### config.mk
export PLATFORM = sky130hd
export DESIGN_NAME = multicycle_ctrl
export DESIGN_NICKNAME = d
export VERILOG_FILES = /design/src/rtl/multicycle_ctrl.sv
export SDC_FILE = /design/constraint.sdc
export NUM_CORES = 1
export LEC_CHECK = 0
export ABC_AREA = 1
export CORE_ASPECT_RATIO = 1.25
export CORE_MARGIN = 4
export CORE_UTILIZATION = 52
export DETAILED_ROUTE_END_ITERATION = 12
export PLACE_DENSITY = 0.81
export SLEW_MARGIN = 0
export SYNTH_ARGS = -nofsm -noshare
export SYNTH_HDL_FRONTEND = slang
export SYNTH_SLANG_ARGS = --single-unit
### constraint.sdc
create_clock -name clk -period 3.8 [get_ports clk]
set_input_delay 0.76 -clock clk [delete_from_list [all_inputs] [get_ports clk]]
set_output_delay 0.76 -clock clk [all_outputs]
set_load 0.05 [all_outputs]
### src/rtl/multicycle_ctrl.sv
// Main control FSM of the multi-cycle RV32I core: sequences fetch/decode/execute/memory/writeback
// over the shared datapath, owns the unified memory port, bus timeout and retired-instruction count.
module multicycle_ctrl #(
   parameter int unsigned TIMEOUT = 255,
   parameter int unsigned CNT_W   = 64
) (
   input  logic             clk,
   input  logic             rst_n,
   input  logic [6:0]       opcode,
   input  logic             branch_taken,
   input  logic             mem_gnt,
   input  logic             mem_rvalid,
   output logic             mem_req,
   output logic             mem_we,
   output logic             addr_sel,
   output logic             ir_we,
   output logic             pc_we,
   output logic             pc_sel,
   output logic             aluout_we,
   output logic [1:0]       alu_a_sel,
   output logic [1:0]       alu_b_sel,
   output logic [1:0]       alu_op_sel,
   output logic             rf_we,
   output logic [1:0]       result_sel,
   output logic             illegal_instr,
   output logic             bus_error,
   output logic [CNT_W-1:0] instret,
   output logic [2:0]       state
);

   typedef enum logic [2:0] {
      S_FETCH  = 3'd0,
      S_FWAIT  = 3'd1,
      S_DECODE = 3'd2,
      S_EXEC   = 3'd3,
      S_MEM    = 3'd4,
      S_MWAIT  = 3'd5,
      S_WB     = 3'd6
   } state_e;

   typedef enum logic [3:0] {
      C_NONE, C_OP, C_OPIMM, C_LOAD, C_STORE, C_BRANCH, C_JAL, C_JALR, C_LUI, C_AUIPC
   } cls_e;

   localparam int unsigned   TW     = (TIMEOUT > 1) ? $clog2(TIMEOUT + 1) : 1;
   localparam logic [TW-1:0] T_LAST = (TIMEOUT > 0) ? TW'(TIMEOUT - 1) : '0;

   state_e           state_q, state_d;
   cls_e             cls_q, cls_d;
   logic [TW-1:0]    wcnt_q, wcnt_d;
   logic [CNT_W-1:0] instret_q, instret_d;
   logic             waiting, evt, timeout, retire;

   function automatic cls_e decode_cls(input logic [6:0] op);
      case (op)
         7'h33:   return C_OP;
         7'h13:   return C_OPIMM;
         7'h03:   return C_LOAD;
         7'h23:   return C_STORE;
         7'h63:   return C_BRANCH;
         7'h6F:   return C_JAL;
         7'h67:   return C_JALR;
         7'h37:   return C_LUI;
         7'h17:   return C_AUIPC;
         default: return C_NONE;
      endcase
   endfunction

   // FETCH and MEM wait on the grant, FWAIT and MWAIT on read data.
   always_comb begin
      waiting = 1'b0;
      evt     = 1'b0;
      case (state_q)
         S_FETCH, S_MEM:  begin waiting = 1'b1; evt = mem_gnt;    end
         S_FWAIT, S_MWAIT: begin waiting = 1'b1; evt = mem_rvalid; end
         default: ;
      endcase
      timeout = (TIMEOUT != 0) && waiting && !evt && (wcnt_q == T_LAST);
   end

   always_comb begin
      // NOTE: every signal gets a default before the case so no path can leave it unassigned (no latches).
      state_d       = state_q;
      cls_d         = cls_q;
      retire        = 1'b0;
      mem_req       = 1'b0;
      mem_we        = 1'b0;
      addr_sel      = 1'b0;
      ir_we         = 1'b0;
      pc_we         = 1'b0;
      pc_sel        = 1'b0;
      aluout_we     = 1'b0;
      alu_a_sel     = 2'd0;
      alu_b_sel     = 2'd0;
      alu_op_sel    = 2'd0;
      rf_we         = 1'b0;
      result_sel    = 2'd0;
      illegal_instr = 1'b0;
      bus_error     = 1'b0;

      case (state_q)
         S_FETCH: begin
            mem_req = 1'b1;
            if (mem_gnt) state_d = S_FWAIT;
         end
         S_FWAIT: begin
            if (mem_rvalid) begin
               ir_we     = 1'b1;
               pc_we     = 1'b1;
               alu_a_sel = 2'd1;
               alu_b_sel = 2'd2;
               state_d   = S_DECODE;
            end
         end
         S_DECODE: begin
            alu_a_sel = 2'd2;
            alu_b_sel = 2'd1;
            aluout_we = 1'b1;
            cls_d     = decode_cls(opcode);
            if (cls_d == C_NONE) begin
               illegal_instr = 1'b1;
               state_d       = S_FETCH;
            end else begin
               state_d = S_EXEC;
            end
         end
         S_EXEC: begin
            case (cls_q)
               C_OP:    begin alu_op_sel = 2'd1; aluout_we = 1'b1; state_d = S_WB; end
               C_OPIMM: begin alu_b_sel = 2'd1; alu_op_sel = 2'd1; aluout_we = 1'b1; state_d = S_WB; end
               C_LUI:   begin alu_a_sel = 2'd3; alu_b_sel = 2'd1; aluout_we = 1'b1; state_d = S_WB; end
               C_AUIPC: begin alu_a_sel = 2'd2; alu_b_sel = 2'd1; aluout_we = 1'b1; state_d = S_WB; end
               C_LOAD, C_STORE: begin
                  alu_b_sel = 2'd1;
                  aluout_we = 1'b1;
                  state_d   = S_MEM;
               end
               C_BRANCH: begin
                  alu_op_sel = 2'd2;
                  pc_we      = branch_taken;
                  pc_sel     = branch_taken;
                  retire     = 1'b1;
                  state_d    = S_FETCH;
               end
               C_JAL: begin
                  pc_we      = 1'b1;
                  pc_sel     = 1'b1;
                  rf_we      = 1'b1;
                  result_sel = 2'd2;
                  retire     = 1'b1;
                  state_d    = S_FETCH;
               end
               // rs1 already sits in A, so overwriting rd==rs1 here cannot corrupt the target.
               C_JALR: begin
                  alu_b_sel  = 2'd1;
                  pc_we      = 1'b1;
                  rf_we      = 1'b1;
                  result_sel = 2'd2;
                  retire     = 1'b1;
                  state_d    = S_FETCH;
               end
               default: state_d = S_FETCH;
            endcase
         end
         S_MEM: begin
            mem_req  = 1'b1;
            addr_sel = 1'b1;
            mem_we   = (cls_q == C_STORE);
            if (mem_gnt) begin
               if (cls_q == C_STORE) begin
                  retire  = 1'b1;
                  state_d = S_FETCH;
               end else begin
                  state_d = S_MWAIT;
               end
            end
         end
         S_MWAIT: begin
            if (mem_rvalid) begin
               rf_we      = 1'b1;
               result_sel = 2'd1;
               retire     = 1'b1;
               state_d    = S_FETCH;
            end
         end
         S_WB: begin
            rf_we   = 1'b1;
            retire  = 1'b1;
            state_d = S_FETCH;
         end
         default: state_d = S_FETCH;
      endcase

      if (timeout) begin
         bus_error = 1'b1;
         state_d   = S_FETCH;
      end

      // The bus sees nothing from the controller while reset is held.
      if (!rst_n) begin
         mem_req       = 1'b0;
         mem_we        = 1'b0;
         addr_sel      = 1'b0;
         ir_we         = 1'b0;
         pc_we         = 1'b0;
         pc_sel        = 1'b0;
         aluout_we     = 1'b0;
         alu_a_sel     = 2'd0;
         alu_b_sel     = 2'd0;
         alu_op_sel    = 2'd0;
         rf_we         = 1'b0;
         result_sel    = 2'd0;
         illegal_instr = 1'b0;
         bus_error     = 1'b0;
         retire        = 1'b0;
      end

      if (timeout || (state_d != state_q)) wcnt_d = '0;
      else if (waiting && (TIMEOUT != 0))  wcnt_d = wcnt_q + TW'(1);
      else                                 wcnt_d = wcnt_q;

      instret_d = instret_q + CNT_W'(retire);
   end

   always_ff @(posedge clk or negedge rst_n) begin
      if (!rst_n) begin
         state_q   <= S_FETCH;
         cls_q     <= C_NONE;
         wcnt_q    <= '0;
         instret_q <= '0;
      end else begin
         // NOTE: sequential state uses non-blocking assignments so all registers update together.
         state_q   <= state_d;
         cls_q     <= cls_d;
         wcnt_q    <= wcnt_d;
         instret_q <= instret_d;
      end
   end

   assign state   = state_q;
   assign instret = instret_q;

endmodule

# After elaboration in Yosys (flattened, before gate mapping)
# Index checks and enable logic that the tools add are counted.
# totals
romBits	0
reg_bits	79
memories	0
inputBits	12
latch_bits	0
ramBits	0
output_inout_bits	85
# op_classes
reduce_logical	17
add_sub_neg	2
n_mux	60
bitwise_logic	0
div_mod_pow	0
n_mul	0
order_cmp	0
shift	0
eq_ne	26
# op_table
op	count
$add 64x1->64	1
$pmux 4 s9	1
$mux 1	28
$eq 7x6->1 const B	3
$eq 7x7->1 const B	3
$mux 3	6
$pmux 3 s6	1
$eq 4x3->1 const B	4
$mux 2	8
$mux 8	2
$eq 7x5->1 const B	2
$pmux 2 s2	3
$pmux 2 s3	2
$reduce_or 6->1	2
$pmux 1 s2	5
$reduce_or 2->1	5
$eq 3x3->1 const B	3
$add 8x1->8 const B	1
$eq 4x2->1 const B	2
$eq 4x4->1 const B	2
$eq 8x8->1 const B	1
$reduce_or 4->1	2
$eq 7x2->1 const B	1
$eq 3x2->1 const B	2
other kinds (14)	15

# Longest topological paths before layout
# Gate-level depths: netlist of the first run.
# logic_depth
ltp_word	10
mapped_depth	21
depth_no_buf	20

# Least setup slack after synthesis of the first run
# OpenSTA, ideal clock, no wires.
# synth_path
path_kind	reg2out
from	reg state_q[0], in the netlist state[0]
to	out pc_sel
setup_slack_ns	0.535
path_stages_with_launch	8
t_arrival_ns	2.505
path_cell_list	dfrtp_1 -> buf_4 -> nand3_2 -> inv_2 -> nand2_1 -> nor2_1 -> nand2_1 -> o21ai_0
# synth_via
elab_chain_cells	3
# synth_lines
item	line	text
start: declaration	48	state_e state_q, state_d;
start signal: assignment	233	state_q <= state_d;
$eq 3x2->1	101	case (state_q)
$mux 1	101	
$mux 1	200	if (!rst_n) begin
end: declaration	18	output logic pc_sel,
# Every way passes these cells.

# Worst setup path after layout of the first run
# layout_path
from	in mem_gnt
to	reg instret_q[50], in the netlist instret[50]
# layout_via
elab_chain_cells	4
# layout_lines
item	line	text
start: declaration	11	input logic mem_gnt,
$mux 1	169	if (mem_gnt) begin
$pmux 1 s4	101	
$mux 1	200	
$add 64x1->64	222	instret_d = instret_q + CNT_W'(retire);
named net instret_d[50]	51	logic [CNT_W-1:0] instret_q, instret_d;
end signal: assignment	236	instret_q <= instret_d;
end: declaration	51	
# The timed path passes the listed nets, and every way through them passes these cells.
# A chain may end at the register's enable or synchronous reset.

==> metrics.log, run 1 <==
INFO  metric placement.io_buffers = 96
INFO  metric post_route_cells_drive_above_1_share = 11.66%
INFO  metric timing.critical_path.slowest_cell_delay = between 400 and 500 ps
INFO  metric hold_violations = 0
INFO  metric core-area = 9076 µm²
INFO  metric synth_largest_area_cell = dfrtp_1
INFO  metric cts_sinks = 79
INFO  metric drt_pass_1_iters = 6
INFO  metric floorplan.die_area = 10870 µm²
INFO  metric synth.distinct_cells = 42
INFO  metric post_route_clock_period_utilization = 81.44%
INFO  metric synthFlopType = dfrtp_1
INFO  metric drt-vias-per-instance = roughly 5.6
INFO  metric max_freq = 323.1 MHz
INFO  metric mappedNetlistNets = 617
INFO  metric critPathMaxFanout = 5
INFO  metric synth_area_leaders = dfrtp_1 41%, nand2_1 9.3%, xor2_1 7.8%
INFO  metric place_congestion = 0.9570
INFO  metric wire_per_inst = 17.60 µm
INFO  metric power = 2.455 mW
INFO  metric remaining_overflow_grt = 0
INFO  metric global_route.usage.total = 28.72%
INFO  metric clock-root-buffer = clkbuf_16
INFO  metric start_util = 53.02%
INFO  metric p_per_area = 393.4 nW/µm²
INFO  metric run_status = finished, final reports clean
INFO  metric worst_slew_margin_rel = 56.97%
INFO  metric number_of_synthesized_register_bits = 79
INFO  metric skew = roughly 9 ps
INFO  metric grt_setup_unrepaired = no
INFO  metric whs = 244.8 ps
INFO  metric critical_path.startpoint_type = primary input
INFO  metric rows = 39
INFO  metric cts-hold-fix-buffers = 0
INFO  metric post_cts_buffers = 0
INFO  metric hold_path_class = primary input to async pin
INFO  metric post-route-drc-count = 0
INFO  metric drv_slew = 0
INFO  metric post-route-min-period = between 3000 and 4000 ps
INFO  metric floorplan.io_pins = 97
INFO  metric worst-endpoint-arrival = ~3300 ps
INFO  metric post_cts_resize_count = 0
INFO  metric synth_edf_count = 0
INFO  metric die_ht = 115.6 µm
INFO  metric slowest_stage = clkdlybuf4s50_1
INFO  metric clkTransAtPathRegs = 60 ps
INFO  metric postSynthAreaPerCell = 8.007 µm²
INFO  metric detailed_place_hpwl = approximately 12000 µm
INFO  metric synth.yosys.seq_area_share = 41.08%
INFO  metric netlist_instances = 601
INFO  metric worstPathCellList = clkdlybuf4s50_1 > nand3_1 > o211ai_1 > o21ai_0 > inv_1 > ha_1 > ha_1 > nand3_4 > clkinv_2 > nand2_4 > nor2_4 > nand2_2 > nor2_4 > nand3b_4 > nor2_4 > nand2_1 > nand2_1 > nand2_1
INFO  metric synthArstFlopShare = 100.0%
INFO  metric syn_area = 4812 µm²
INFO  metric antenna_violations_before_repair = 0
INFO  metric syn_to_final_growth = 29.69%
INFO  metric grt_start_max_net_pins = 52
INFO  metric ys.warnings.count = 0
INFO  metric tritoncts = built
INFO  metric grt_pass1_wl = 24140 µm
INFO  metric die_width = 94.04 µm
INFO  metric worst_setup_path_end_kind = register
INFO  metric maxCapViolations = 0
INFO  metric worst_ir_drop_vdd = 252.2 µV
INFO  metric clk-insertion-delay-late = 350 ps
INFO  metric antenna_violating_nets_post_route = 0
INFO  metric power_leakage = between 2 and 3 nW
INFO  metric detail_route.wirelength = 14700 µm
INFO  metric vias = around 4700
INFO  metric antenna-diode-count = 0
INFO  metric setup.worst_path.class = primary input to register
INFO  metric finish.net_count = 723
INFO  metric dr.first_iter.drc_count = 471
INFO  metric timing.final.setup_violations = 0
INFO  metric fin_setup_tns = 0 ps
INFO  metric cts-buffers-inserted = 9
INFO  metric cts_max_level = 3
INFO  metric synthDominantCellAreaShare = 41.08%
INFO  metric via_count_of_the_first_global_routing_pass = between 4000 and 5000
INFO  metric tightest_slew = 645.5 ps
INFO  metric critical_path_required = around 4000 ps
INFO  metric clock_tree.buffer_depth = 2
-- cell type report --
cell class              count  area (µm²)
clock buffers              13       260.3
clock inverters             3       65.06
fillers                   773        2835
inverters                  70       264.0
multi-input cells         448        2545
flip-flops and latches     79        1977
well taps                 123       153.9
repair buffers             99       975.9
-- logic make-up (layout without fill, tap and decap cells) --
group	count (synthesis)	count (layout)	share of synthesized area, %
AOI/OAI and AO/OA	23	23	2.678
xor gates and xnor gates	67	67	12.19
adders and majority gates	4	4	1.040
buffers and inverters	74	185	6.032
DFF	79	79	41.08
muxes	3	3	0.6500
and+or+nand+nor	351	351	36.32
-- synth_stat cells, types with 2 or more instances --
cell type  count
o21ai_0        9
nor2_1        98
nor2_4         6
nand2_1      119
xor2_1        43
nand3b_1       2
nor2_2         4
xnor2_1       24
nand4_1       28
nand3_1       35
nand2_2        8
nor3_2         5
nand3_2        2
inv_2          8
a21oi_1        8
nand2_4        3
buf_4          3
nor4_1         3
inv_1         60
mux2i_1        2
nor3_4         3
a31oi_1        2
dfrtp_1       79
ha_1           4
nor3_1        26
-- per-layer routing --
layer	vias up	part of all wire [%]	wire, µm	GRT usage, %
li1	2143	-	-	-
met1	2204	40	5936	36.97
met2	268	49	7172	47.28
met3	49	6.5	958	4.870
met4	0	4.3	628	13.39
met5	-	0	0	0
-- state kept, by name, indices dropped and copies added (netlist names) --
signal   flops
state        3
cls_q        4
wcnt_q       8
instret     64
-- critical path: cells and delay by family --
kind	cells	cell delay (ps)
simple gates	11	1150
buf+inv	3	670
fa+ha+maj	2	420
compound gates	2	310
-- through the flow --
| stage | setup WS, ps | cell area (µm²) | cells | utilization [%] |
|---|---|---|---|---|
| floorplan | 534.6 | 4812 | 601 | - |
| global placement | 552.7 | 5916 | 819 | 65.18 |
| detailed placement | 401.0 | 5916 | 819 | 65.18 |
| CTS | 748.8 | 6241 | 835 | 68.76 |
| global route | 531.7 | 6241 | 835 | 68.76 |
| finish | 705.4 | 6241 | 835 | 68.76 |
-- worst paths after layout --
| check | startpoint | endpoint | slack, ps | cells after the start |
|---|---|---|---|---|
| worst max-delay path | mem_gnt | instret[50] | 710 | 18 |
| worst min-delay path | rst_n | cls_q[3] | 240 | 1 |
| worst max register to register | state[1] | instret[50] | 800 | 20 |
| worst min register to register | instret[63] | instret[63] | 470 | 1 |
| max in group asynchronous | rst_n | instret[37] | 2700 | 2 |
| min in group clk | instret[63] | instret[63] | 470 | 1 |
-- where the power goes --
group          leakage, nW  internal, mW  switching, mW
sequential            1.02         0.883         0.0618
clock                0.160         0.610          0.334
combinational         1.69         0.169          0.397
-- layout by cell type (no fill, tap or decap), types with 3 or more instances in the layout --
cell type / instances
nand2_4: 3
clkbuf_16: 9
clkdlybuf4s50_1: 78
buf_4: 18
nor2_4: 6
xor2_1: 43
ha_1: 4
o21ai_0: 9
buf_12: 3
nor4_1: 3
nand2_2: 8
nor3_1: 26
nand3_1: 35
inv_1: 60
nor2_2: 4
nand4_1: 28
nor2_1: 98
xnor2_1: 24
a21oi_1: 8
nor3_2: 5
nand2_1: 119
inv_2: 8
dfrtp_1: 79
nor3_4: 3
(Power assumes the default switching activity.)
==> run 2, diff against run 1 <==
- CORE_UTILIZATION: 52 -> 47
- PLACE_DENSITY: 0.81 -> 0.77
- clock period: 3.8 -> 2.7 ns (I/O delays scaled with it)
==> run 2 against run 1 <==
Compared with the run above:
- clock skew fell by 2.2 ps
- clock power up 34%
- cell count is 4.1% higher
- flip-flop and latch count is the same
- power is 43% higher
- via count is 0.13% lower
- setup slack lost 570 ps
- critical path type is now register to register
- largest cell class unchanged
- largest power group is now sequential cells
==> metrics.log, run 2 (synthesis gave the netlist of run 1 again) <==
INFO  metric max_freq = 389.3 MHz
INFO  metric fin_setup_tns = 0 ps (unchanged)
INFO  metric whs = 19.77 ps (-225.0 ps)
INFO  metric die_ht = 121.1 µm (+4.8%)
INFO  metric antenna_violating_nets_post_route = 0 (unchanged)
INFO  metric ff2ff_setup_slack = 130 ps (-670 ps)
INFO  metric most_frequent_standard_cell_in_the_layout_excluding_fill_and_tap_cells = nand2_1
INFO  metric most-common-layout-cells = 119 x nand2_1, 97 x nor2_1, 77 x clkdlybuf4s50_1, 76 x dfrtp_1, 60 x inv_1
INFO  metric cts_sinks = 79 (unchanged)
INFO  metric setup.worst_path.class = register to register
INFO  metric clock_tree.buffer_depth = 2 (unchanged)
INFO  metric post-route-drc-count = 0 (unchanged)
INFO  metric power_leakage = 3.047 nW (+5.9%)
INFO  metric detail_route.wirelength = 14780 µm (+0.58%)
INFO  metric drv_slew = 0 (unchanged)
INFO  metric remaining_overflow_grt = 0 (unchanged)
INFO  metric worst-endpoint-arrival = 2820 ps (-510 ps)
INFO  metric area_of_the_multi_input_gates = 2584 µm² (+1.5%)
INFO  metric critical_path_required = 2950 ps (-1080 ps)
INFO  metric ff_latch_area = 1981 µm² (+0.19%)
INFO  metric antenna-diode-count = 0 (unchanged)
INFO  metric floorplan.io_pins = 97 (unchanged)
INFO  metric flip_flop_count_of_the_largest_register_all_copies_and_words_added = 64 (unchanged)
INFO  metric worst_ir_drop_vdd = 508.6 µV (+100%)
INFO  metric placed_cells_incl_taps = 851 (+3.9%)
INFO  metric detailed_place_hpwl = 11980 µm (+2.6%)
INFO  metric critPathMaxFanout = 8 (+3)
INFO  metric worst_setup_path_end_kind = register
INFO  metric floorplan.die_area = 11930 µm² (+9.8%)
INFO  metric antenna_violations_before_repair = 0 (unchanged)
INFO  metric grt_pass1_wl = 24090 µm (-0.23%)
INFO  metric post_route_clock_period_utilization = 95.13%
INFO  metric global_route.usage.total = 25.98% (-2.7 points)
INFO  metric drt-vias-per-instance = 5.360 (-4.0%)
INFO  metric cts-buffers-inserted = 9 (unchanged)
INFO  metric post-route-min-period = 2568 ps
INFO  metric run_status = finished, final reports clean
INFO  metric p_per_area = 527.4 nW/µm² (+34%)
INFO  metric via_count_of_the_first_global_routing_pass = 4773 (+1.3%)
INFO  metric tritoncts = built
INFO  metric clock-root-buffer = clkbuf_16
INFO  metric post_route_cells_drive_above_1_share = 16.22% (+4.6 points)
INFO  metric wire_per_inst = 17.01 µm (-3.4%)
INFO  metric fin_cells = 869 (+4.1%)
INFO  metric vias = 4658 (-0.13%)
INFO  metric clk-insertion-delay-late = 340 ps (about the same)
INFO  metric hold_violations = 0 (unchanged)
INFO  metric dr.first_iter.drc_count = 220 (-53%)
INFO  metric worst_slew_margin_rel = 61.47% (+4.5 points)
INFO  metric timing.final.setup_violations = 0 (unchanged)
INFO  metric rows = 41 (+5.1%)
INFO  metric cts-hold-fix-buffers = 0 (unchanged)
INFO  metric grt_start_max_net_pins = 47 (-9.6%)
INFO  metric hold_path_class = primary input to async pin
INFO  metric syn_to_final_growth = 38.72%
INFO  metric critical_path.startpoint_type = register
INFO  metric fillCellCount = 814 (+5.3%)
INFO  metric post-route-worst-setup-slack = 131.6 ps (-573.8 ps)
INFO  metric power = 3.521 mW (+43%)
INFO  metric core-area = 10050 µm² (+11%)
INFO  metric die_width = 98.51 µm (+4.7%)
INFO  metric start_util = 47.86% (-5.2 points)
INFO  metric skew = 6.640 ps (-2.245 ps)
INFO  metric tightest_slew = 577.9 ps (-67.53 ps)
INFO  metric drt_pass_1_iters = 5 (-1)
INFO  metric maxCapViolations = 0 (unchanged)
INFO  metric detailedPlace.worstSlack = -249.5 ps (-650.5 ps)
INFO  metric place_congestion = 1.029 (+7.5%)
INFO  metric clkTransAtPathRegs = 60 ps (about the same)
INFO  metric cts_max_level = 3 (unchanged)
INFO  metric placement.io_buffers = 96 (unchanged)
INFO  metric finish.net_count = 751 (+3.9%)
==> run 2: repair_timing <==
| action | CTS | global route |
|---|---|---|
| setup buffers | 0 | 2 |
| resized for setup | 0 | 2 |
| endpoints found under the setup margin | 0 | 7 |
==> run 2: layout make-up <==
class                           instances  share of cell area (%)
Clock inverter                          3                  0.5998
Clock buffer                           13                   4.049
Timing Repair Buffer                  127                   20.54
Tap cell                              129                   2.418
Inverter                               70                   4.011
Multi-Input combinational cell        448                   38.71
Sequential cell                        79                   29.67
==> run 2: metrics by stage <==
stage | instance area, µm² | util, %
after global placement | 6339 | 63.04
final | 6675 | 66.39
after floorplan | 4851 | -
after detailed placement | 6339 | 63.04
after CTS | 6649 | 66.13
after global routing | 6675 | 66.39
==> run 2: path summary, 6_finish.rpt <==
kind / endpoint / cells after the start / startpoint
max: instret[42] / 16 / state[2]
min: cls_q[3] / 1 / rst_n
max reg2reg: instret[42] / 16 / state[2]
min reg2reg: instret[63] / 1 / instret[63]
max in group asynchronous: instret[12] / 2 / rst_n
min in group clk: instret[63] / 1 / instret[63]
==> run 2: worst max-delay path, cell delays in order, from the launching register on <==
cell,delay [ps]
dfrtp_2,480
inv_2,120
nand3_2,140
a21oi_1,200
o21ai_0,160
inv_1,120
ha_4,140
ha_4,140
nand3_4,110
clkinv_4,80
nand2_4,50
nor2_4,90
nand2_2,80
nor2_4,130
nand3b_4,120
nor2_4,120
xor2_1,190
==> run 2: layer usage <==
metal | track usage, % | share of wire, % | routed length, µm | vias to the layer above
li1 | - | - | - | 2215
met1 | 29.55 | 38 | 5565 | 2179
met2 | 44.59 | 50 | 7457 | 202
met3 | 4.888 | 5.6 | 823 | 62
met4 | 16.40 | 6.3 | 933 | 0
met5 | 0 | 0 | 0 | -
==> run 2: where the power goes <==
| group | switching (mW) | internal (mW) | total (mW) |
|---|---|---|---|
| logic | 0.595 | 0.340 | 0.935 |
| registers | 0.0741 | 1.25 | 1.32 |
| clock network | 0.477 | 0.789 | 1.27 |
==> edit (settings of run 2) <==
`instret_q` no longer has a reset.
--- a/src/rtl/multicycle_ctrl.sv
+++ b/src/rtl/multicycle_ctrl.sv
@@ -229,3 +229,2 @@
          wcnt_q    <= '0;
-         instret_q <= '0;
       end else begin
@@ -235,4 +234,7 @@
          wcnt_q    <= wcnt_d;
-         instret_q <= instret_d;
       end
+   end
+
+   always_ff @(posedge clk) begin
+      instret_q <= instret_d;
    end
Check against the original RTL: differs if rst_n is asserted again (counterexample within 10 cycles, from zero or initial values and one cycle with rst_n low); with rst_n held inactive, the same outputs for 10 cycles.
==> edit against run 2 <==
- sequential cell count unchanged
- highest routed layer unchanged
- count of clock-buffer cells in the layout down 2
- clock skew down 2.9 ps
- largest cell class unchanged
- synthesized area down 6.7%
- cell area down 3.5%
- setup slack worse by 64 ps
- hold slack better by 430 ps
- largest power group is now clock
- total power up 7.8%
- routed wire length down 1.9%
- register-to-register slack better by 20 ps
- critical endpoint is now alu_a_sel[1]
==> edit: results (changes against run 2) <==
- Static leakage: 2.78 nW (-8.8%)
- Worst-Margin Slew: 601 ps (+22.7 ps)
- CTS Buffer Depth: 2 (unchanged)
- Reg-to-Reg Start: state[1]$_DFF_PN0_
- Input/output buffers: 96 (unchanged)
- Via density: 5.29 (-1.3%)
- Worst r2r path cells: 20 (+4)
- Yosys synthesis warning count: 0 (unchanged)
- Initial drt markers: 218 (-0.91%)
- Worst min-delay path category: flop to flop
- CTS buffer count: 9 (unchanged)
- Routed wire length per instance: 16.8 µm (-1.3%)
- Worst min-delay path startpoint: instret[63]$_DFF_P_
- First-pass GRT wire length: 23,000 µm (-4.3%)
- Peak supply drop: 0.000579 V (+14%)
- Pre-antenna DRT Iters: 5 (unchanged)
- Clk Latency, worst-skew pair: ~350 ps
- Largest net degree at the start of global routing: 14 (-70%)
- Outcome: completed
- Met3 Wirelength: 857 µm (+4.1%)
- Synth cell types: 43 (+2.4%)
- R2R Setup Slk: 150 ps (+20 ps)
- Worst-path fanout max: 12 (+4)
- Area contributors post-synth: dfxtp_1 (29%), nand2_1 (9.9%), xor2_1 (8.4%)
- Commonest cells in the netlist: nand2_1 (119), nor2_1 (98), dfxtp_1 (64)
- Post-Syn Nets: 617 (unchanged)
- Sequential area share after synthesis: 0.369 (-0.0420)
- Clock Pin Slew Worst Setup and Hold Paths: 60 ps (about the same)
- Ratio of cells with drive above 1 in the final layout: 0.170 (+0.00811)
- CP delay by family, top: buffers and inverters
- CTS Root Cell: clkbuf_16
- Asr flop ratio synth: 0.190 (-0.810)
- Met1 WL: 5410 µm (-2.7%)
- Clk_skew: 3.69 ps (-2.95 ps)
- Slowest-stage cell, CP: clkdlybuf4s50_1
- R2R Path End: instret[50]$_DFF_P_
- Initial antenna violation count: 0 (unchanged)
- H-Tree Depth: 3 (unchanged)
- WHS Path Cells: 1
- Total track usage: 0.267 (+0.00706)
- Final GP Congestion: 0.965 (-6.2%)
- Final #Nets: 751 (unchanged)
- Largest register FFs: 64 (unchanged)
- Vias in the first global route: 4,615 (-3.3%)
- Worst Hold End: instret[63]$_DFF_P_
- CP arrival: 2090 ps (-730 ps)
- Max Used Layer: met4
- ANT cells: 0 (unchanged)
- CP peak stage delay: 510 ps (+30 ps)
- Met2 WL: 7450 µm (about the same)
- Hpwl dp: 11,700 µm (-2.7%)
## edit: changes by cell type in the layout (fill, tap and decap cells not counted), sizes merged
cell	run 2	this run
bufinv	1	4
clkbuf	13	11
clkinv	4	2
dfrtp	79	15
dlymetal6s2s	0	1
buf	50	49
dfxtp	0	64
clkinvlp	0	1
## edit: where the power goes
group | switching [W] | internal [W] | leakage (nW) | total (W)
clock | 0.000499 | 0.00105 | 0.182 | 0.00155
sequential | 0.0000804 | 0.00123 | 0.716 | 0.00131
combinational | 0.000592 | 0.000346 | 1.88 | 0.000938
total | 0.00117 | 0.00262 | 2.78 | 0.00380
## edit: worst register-to-register path: stages (launching register included)
cell	delay [ps]
dfrtp_2	450
inv_2	80
nand2_2	80
nor2_4	130
inv_2	60
o211ai_1	230
o21ai_1	90
inv_1	90
ha_4	140
ha_4	140
nand3_4	110
clkinv_4	90
nand2_4	50
nor2_4	90
nand2_2	70
nor2_4	150
nand3b_4	100
nor2_4	140
nand2_1	60
nand2_1	60
nand2_1	50
## edit: worst max path at each step
stage	slack (ps)	cells after the start	endpoint	from
2_1_floorplan	-30	6	alu_b_sel[0]	state[2]$_DFF_PN0_
3_5_place_dp	-200	18	instret[50]$_DFF_P_	mem_gnt
4_1_cts	70	6	alu_a_sel[1]	rst_n
6_report	70	6	alu_a_sel[1]	rst_n
3_3_place_gp	-150	18	instret[50]$_DFF_P_	mem_gnt
5_1_grt	-10	20	instret[50]$_DFF_P_	state[1]$_DFF_PN0_
## edit: cell type report
cell class              instances  area [µm²]
fillers                       722        2780
clock buffers                  11         253
multi-input cells             448        2600
repair buffers                127        1380
inverters                      70         270
well taps                     123         154
flip-flops and latches         79        1660
clock inverters                 5         128
## edit: what timing repair did
item,in CTS,in global routing
hold buffers,0,0
setup endpoints to repair,0,14
setup buffers,0,5
gates resized for setup,0,12
## edit: through the flow
step / instances / hold slack [ps] / power (W) / cell area, µm² / setup WS, ps
3_5_place_dp: 842 / 446 / 0.00222 / 5990 / -202
6_report: 863 / 449 / 0.00380 / 6440 / 67.5
5_1_grt: 863 / 471 / 0.00394 / 6440 / -9.92
3_3_place_gp: 842 / 441 / 0.00221 / 5990 / -147
2_1_floorplan: 601 / 244 / 0.00189 / 4530 / -34.7
4_1_cts: 858 / 455 / 0.00376 / 6370 / 70.3
## edit: cell families after synthesis
logic type	count (synthesis)	share of synthesized area
AO/OA/AOI/OAI	23	0.0287
XOR/XNOR	67	0.131
adder cells (fa/ha/maj)	4	0.0111
buffers and inverters	74	0.0646
flip-flops	79	0.369
multiplexers	3	0.00696
AND/OR/NAND/NOR	351	0.389
## edit: layer usage
layer	track usage	vias up
met3	0.0519	40
li1	-	2225
met1	0.295	2119
met2	0.461	181
met5	0	-
met4	0.157	0
